[config.mk]
export PLATFORM = sky130hd
export DESIGN_NAME = digit_entry_display
export DESIGN_NICKNAME = d
export VERILOG_FILES = /design/src/rtl/digit_entry_display.sv
export SDC_FILE = /design/constraint.sdc
export NUM_CORES = 1
export LEC_CHECK = 0
export ABC_CLOCK_PERIOD_IN_PS = 2790
export BUFFER_PORTS_ARGS = -buffer_cell sky130_fd_sc_hd__buf_2
export CAP_MARGIN = 20
export CORE_MARGIN = 2
export CORE_UTILIZATION = 44
export DETAILED_ROUTE_END_ITERATION = 8
export HOLD_SLACK_MARGIN = 0.1
export PLACE_DENSITY_LB_ADDON = 0.05
export SKIP_LAST_GASP = 1
export SYNTH_ARGS = -nofsm -noshare
export SYNTH_HDL_FRONTEND = slang
export SYNTH_SLANG_ARGS = --single-unit
export TNS_END_PERCENT = 20
[constraint.sdc]
create_clock -name clk -period 2.79 [get_ports clk]
set_input_delay 0.1395 -clock clk [delete_from_list [all_inputs] [get_ports clk]]
set_output_delay 0.1395 -clock clk [all_outputs]
set_load 0.1 [all_outputs]
[src/rtl/digit_entry_display.sv]
// rtl/digit_entry_display.sv - two-digit decimal entry buffer with seven-segment display and overflow blink
//
// Ports:
//   clk          system clock, rising edge
//   rst_n        asynchronous active-low reset
//   i_num        4-bit digit code from the button layer
//   i_DV         one-cycle strobe qualifying i_num
//   i_clear      one-cycle strobe, discard the entry
//   i_enter      one-cycle strobe, commit the entry
//   o_operand    committed binary operand, 0..99
//   o_operand_DV one-cycle strobe, o_operand updated
//   o_overflow   sticky, a third digit was attempted
//   o_bad_digit  one-cycle strobe, a code above 9 was rejected
//   o_seg_tens   left display {a..g}, active-low
//   o_seg_ones   right display {a..g}, active-low

module digit_entry_display #(
    parameter int MAX_DIGITS   = 2,
    parameter int BLINK_CYCLES = 12500000
) (
    input  logic       clk,
    input  logic       rst_n,
    input  logic [3:0] i_num,
    input  logic       i_DV,
    input  logic       i_clear,
    input  logic       i_enter,
    output logic [6:0] o_operand,
    output logic       o_operand_DV,
    output logic       o_overflow,
    output logic       o_bad_digit,
    output logic [6:0] o_seg_tens,
    output logic [6:0] o_seg_ones
);

    localparam int              BW         = (BLINK_CYCLES > 1) ? $clog2(BLINK_CYCLES) : 1;
    localparam logic [BW-1:0]   BLINK_LAST = BW'(BLINK_CYCLES - 1);
    localparam logic [1:0]      COUNT_FULL = 2'(MAX_DIGITS);
    localparam logic [6:0]      SEG_BLANK  = 7'b1111111;

    logic [3:0]    tens_q, tens_d;
    logic [3:0]    ones_q, ones_d;
    logic [1:0]    count_q, count_d;
    logic          overflow_q, overflow_d;
    logic          bad_digit_q, bad_digit_d;
    logic [6:0]    operand_q, operand_d;
    logic          operand_dv_q, operand_dv_d;
    logic [BW-1:0] blink_cnt_q, blink_cnt_d;
    logic          blink_on_q, blink_on_d;
    logic [6:0]    seg_tens_q, seg_tens_d;
    logic [6:0]    seg_ones_q, seg_ones_d;

    logic          digit_bad;
    logic [6:0]    tens_ext;
    logic [6:0]    entry_value;

    function automatic logic [6:0] seg7(input logic [3:0] d);
        logic [6:0] s;
        case (d)
            4'd0:    s = 7'b0000001;
            4'd1:    s = 7'b1001111;
            4'd2:    s = 7'b0010010;
            4'd3:    s = 7'b0000110;
            4'd4:    s = 7'b1001100;
            4'd5:    s = 7'b0100100;
            4'd6:    s = 7'b0100000;
            4'd7:    s = 7'b0001111;
            4'd8:    s = 7'b0000000;
            4'd9:    s = 7'b0000100;
            default: s = SEG_BLANK;
        endcase
        return s;
    endfunction

    always_comb begin
        digit_bad = i_DV && (i_num > 4'd9);

        // tens*10 as shift-and-add; 9*10+9 = 99 fits in 7 bits
        tens_ext = {3'b000, tens_q};
        case (count_q)
            2'd0:    entry_value = 7'd0;
            2'd1:    entry_value = {3'b000, ones_q};
            default: entry_value = (tens_ext << 3) + (tens_ext << 1) + {3'b000, ones_q};
        endcase

        tens_d       = tens_q;
        ones_d       = ones_q;
        count_d      = count_q;
        overflow_d   = overflow_q;
        operand_d    = operand_q;
        operand_dv_d = 1'b0;
        bad_digit_d  = digit_bad;

        // blink timebase only runs while overflow is flagged
        if (overflow_q) begin
            if (blink_cnt_q == BLINK_LAST) begin
                blink_cnt_d = '0;
                blink_on_d  = ~blink_on_q;
            end else begin
                blink_cnt_d = blink_cnt_q + BW'(1);
                blink_on_d  = blink_on_q;
            end
        end else begin
            blink_cnt_d = '0;
            blink_on_d  = 1'b1;
        end

        // a rejected code freezes the entry even against clear/enter
        if (digit_bad) begin
            tens_d = tens_q;
        end else if (i_clear || i_enter) begin
            if (!i_clear) begin
                operand_d    = entry_value;
                operand_dv_d = 1'b1;
            end
            tens_d      = 4'd0;
            ones_d      = 4'd0;
            count_d     = 2'd0;
            overflow_d  = 1'b0;
            blink_cnt_d = '0;
            blink_on_d  = 1'b1;
        end else if (i_DV) begin
            if (count_q == COUNT_FULL) begin
                overflow_d = 1'b1;
            end else if (count_q == 2'd0) begin
                ones_d  = i_num;
                count_d = 2'd1;
            end else begin
                tens_d  = ones_q;
                ones_d  = i_num;
                count_d = 2'd2;
            end
        end

        // display follows the buffer one cycle later; blink-off phase blanks both
        seg_tens_d = (blink_on_q && count_q == 2'd2) ? seg7(tens_q) : SEG_BLANK;
        seg_ones_d = (blink_on_q && count_q != 2'd0) ? seg7(ones_q) : SEG_BLANK;
    end

    always_ff @(posedge clk or negedge rst_n) begin
        if (!rst_n) begin
            tens_q       <= 4'd0;
            ones_q       <= 4'd0;
            count_q      <= 2'd0;
            overflow_q   <= 1'b0;
            bad_digit_q  <= 1'b0;
            operand_q    <= 7'd0;
            operand_dv_q <= 1'b0;
            blink_cnt_q  <= '0;
            blink_on_q   <= 1'b1;
            seg_tens_q   <= SEG_BLANK;
            seg_ones_q   <= SEG_BLANK;
        end else begin
            tens_q       <= tens_d;
            ones_q       <= ones_d;
            count_q      <= count_d;
            overflow_q   <= overflow_d;
            bad_digit_q  <= bad_digit_d;
            operand_q    <= operand_d;
            operand_dv_q <= operand_dv_d;
            blink_cnt_q  <= blink_cnt_d;
            blink_on_q   <= blink_on_d;
            seg_tens_q   <= seg_tens_d;
            seg_ones_q   <= seg_ones_d;
        end
    end

    assign o_operand    = operand_q;
    assign o_operand_DV = operand_dv_q;
    assign o_overflow   = overflow_q;
    assign o_bad_digit  = bad_digit_q;
    assign o_seg_tens   = seg_tens_q;
    assign o_seg_ones   = seg_ones_q;

endmodule

==> results.yml <==
run_status:
  status: "completed"
worst_setup_path:
  max_stage_delay_ns: 0.53
  critPathArrivalTime_ns: 2.53
  cp-start-kind: "register"
  r2r-start: "tens_q[2]"
  crit_required_ns: 3.03
  path_cells: "inv_1 > fa_1 > fa_1 > nor2b_1 > o21a_1 > nor3_1 > o31ai_1"
  critical_path_class: "reg -> reg"
  startpoint: "tens_q[2]"
  reg2regPathDepth: 7
  slowest_stage: "fa_1"
  path_max_fanout: 10
  crit_top_cell: "fa_1"
  worst_setup_path_end_kind: "register"
power_and_ir_drop:
  combPwrFrac_pct: 10.4
  power_density_nw_per_um2: 532
  p_switching_uw: 507
  switching_share_pct: 25.7
  clockPowerShare_pct: 44.6
  p_leak_uw: 0.00156
  ir_drop_uv: 279
  internal-power_uw: 1470
  power_frac_seq_pct: 45.0
  finalPower_uw: 1980
layout:
  finish.utilization_pct: 54.1
  drive_above_1_share_pct: 27.5
  seqCellArea_um2: 1500
  finalNetCount: 384
  syn_to_final_growth_pct: 17.6
  postLayoutCellArea_um2: 3720
  multi_input_area_um2: 1550
  fillers: 617
  diodes: 0
sta:
  maxSlewHeadroom_pct: 38.3
  fin_tns_setup_ns: 0
  max_slew.worst_pin.slew_ns: 0.925
  fin_crit_ns: 2.29
  finalMaxSlewViolations: 0
  fin_crit_sh_pct: 81.9
  hold-worst-slack_ns: 0.142
  max_freq_mhz: 438
  skew_ns: 0.0106
  hold_viol_final: 0
  rsz0062_at_grt: "false"
  finalSetupViolCount: 0
synth:
  synth-edff-count: 0
  netlist_instances: 310
  synth_top_area_share_pct: 34.8
  synth.area.top_cells: "dfrtp_1 (35%), dfstp_2 (12%), ha_1 (7.1%), o21ai_0 (4.0%), nand2_1 (3.4%)"
  syn-num-nets: 339
  ys.flop_type: "dfrtp_1"
  synth_area_leader_cell: "dfrtp_1"
  ys_types: 48
  postSynth.asyncResetShare_pct: 100
  synth_area_um2: 3160
  yosysMostFrequentCell: "dfrtp_1"
  synth-seq-cells: 59
  synth.top_cells.by_count: "dfrtp_1 (44), nand2_1 (29), o21ai_0 (25), a21oi_1 (18), ha_1 (18)"
  postSynthAreaPerCell_um2: 10.2
  seq_area_frac_synth_pct: 47.3
  yosys_warnings: 0
grt:
  grt_pass1_vias: 2389
  gr-total-overflow: 0
  grt_first_pass_wirelength_um: 11100
  antenna_found_initial: 0
  grt_max_degree: 43
  grt_use_total_pct: 18.4
die:
  rows: 30
  io_pins: 33
  core_area_um2: 6870
  start_util_pct: 46.0
  dieArea_um2: 7880
  die_h_um: 88.8
  die_w_um: 88.8
clock_tree:
  cts.htree.levels: 3
  cts_tree: "built"
  numCtsBuffers: 9
  clock_latency_ns: 0.34
  clk_path_buf_depth: 2
  cts.sinks: 59
  cts_hold_repair.buffers: 5
  cts_resized: 0
  cts_setup_buffers: 0
  root_buffer: "clkbuf_8"
  clkTransAtPathRegs_ns: 0.07
place:
  dp_hpwl_um: 4630
  placed_cell_area_um2: 3440
  gp_congestion: 0.834
  numPortBuffers: 32
flow_run:
  drv_cap: 0
drt:
  dr.pass1.iters: 4
  drt_iter0_drc: 128
  wl_per_cell_um: 14.1
  wl_um: 6430
  vias_per_cell: 5.23
  ant_nets: 0
  drc: 0
  vias: 2386
hold_path:
  hold_depth: 2
  min_from: "i_DV"
  hp-class: "in -> reg"
path summary, 6_finish.rpt:
check                                 to  slack [ns]
max                         o_operand[6]        0.50
min                           count_q[0]        0.14
max reg2reg                 o_operand[6]        0.50
min reg2reg                 o_operand[0]        0.48
max in group asynchronous  o_seg_ones[2]        1.54
min in group asynchronous   o_operand[6]        0.49
metal layers:
layer / track usage, % / routed length, um
met1: 23.1 / 2880
met2: 30.6 / 3150
met3: 3.36 / 265
met4: 8.82 / 136
met5: 0 / 0
per-stage QoR:
stage / setup WS [ns] / std cells
after CTS: 0.488 / 456
after global placement: 0.541 / 435
after global routing: 0.301 / 456
after floorplan: 0.530 / 310
final: 0.505 / 456
after detailed placement: 0.473 / 435
cell usage in the layout (no fill, tap or decap), types with 8 or more instances in the layout:
master and n:
dfrtp_1 44, buf_2 32, nand2_1 29, o21ai_0 25, a21oi_1 18, ha_1 18, inv_1 17, nor2_2 16
dfstp_2 15, clkbuf_8 11, xnor2_1 10, nor2_1 10, nand3_1 8, xor2_1 8, a22o_1 8
flip-flops by register name (all words and copies together) (netlist names):
| register | count |
|---|---|
| count_q | 2 |
| o_operand_DV | 1 |
| o_seg_ones | 7 |
| o_seg_tens | 7 |
| o_bad_digit | 1 |
| blink_on_q | 1 |
| ones_q | 4 |
| o_overflow | 1 |
| o_operand | 7 |
| blink_cnt_q | 24 |
| tens_q | 4 |
power by group through the flow:
stage | registers, uW | clock network [uW] | logic (uW)
2_1_floorplan | 1010 | 0 | 45.8
3_3_place_gp | 905 | 0 | 203
3_5_place_dp | 905 | 0 | 203
4_1_cts | 889 | 902 | 209
5_1_grt | 891 | 941 | 223
6_report | 889 | 881 | 206
area by class of cell:
class | count | share of cell area [%]
Sequential cell | 59 | 40.2
Clock inverter | 5 | 2.02
Clock buffer | 11 | 4.07
Timing Repair Buffer | 44 | 7.07
Inverter | 17 | 1.72
Multi-Input combinational cell | 224 | 41.6
Tap cell | 96 | 3.23
logic make-up (layout without fill, tap and decap cells):
kind of cell,Yosys count,in the layout,synth area share (%)
buffers and inverters,27,77,3.72
AOI/OAI and AO/OA,71,71,14.0
DFF,59,59,47.3
xor gates and xnor gates,18,18,4.99
and+or+nand+nor,113,113,20.9
adders and majority gates,20,20,8.39
muxes,2,2,0.673
critical path, delay by kind of cell (launching register included):
family	cells	cell delay, ns
AO/OA/AOI/OAI	2	0.36
flip-flops	1	0.49
AND/OR/NAND/NOR	2	0.18
buffers and inverters	1	0.17
adder cells (fa/ha/maj)	2	1.00
Note: power is estimated with default switching activity, not from simulation.
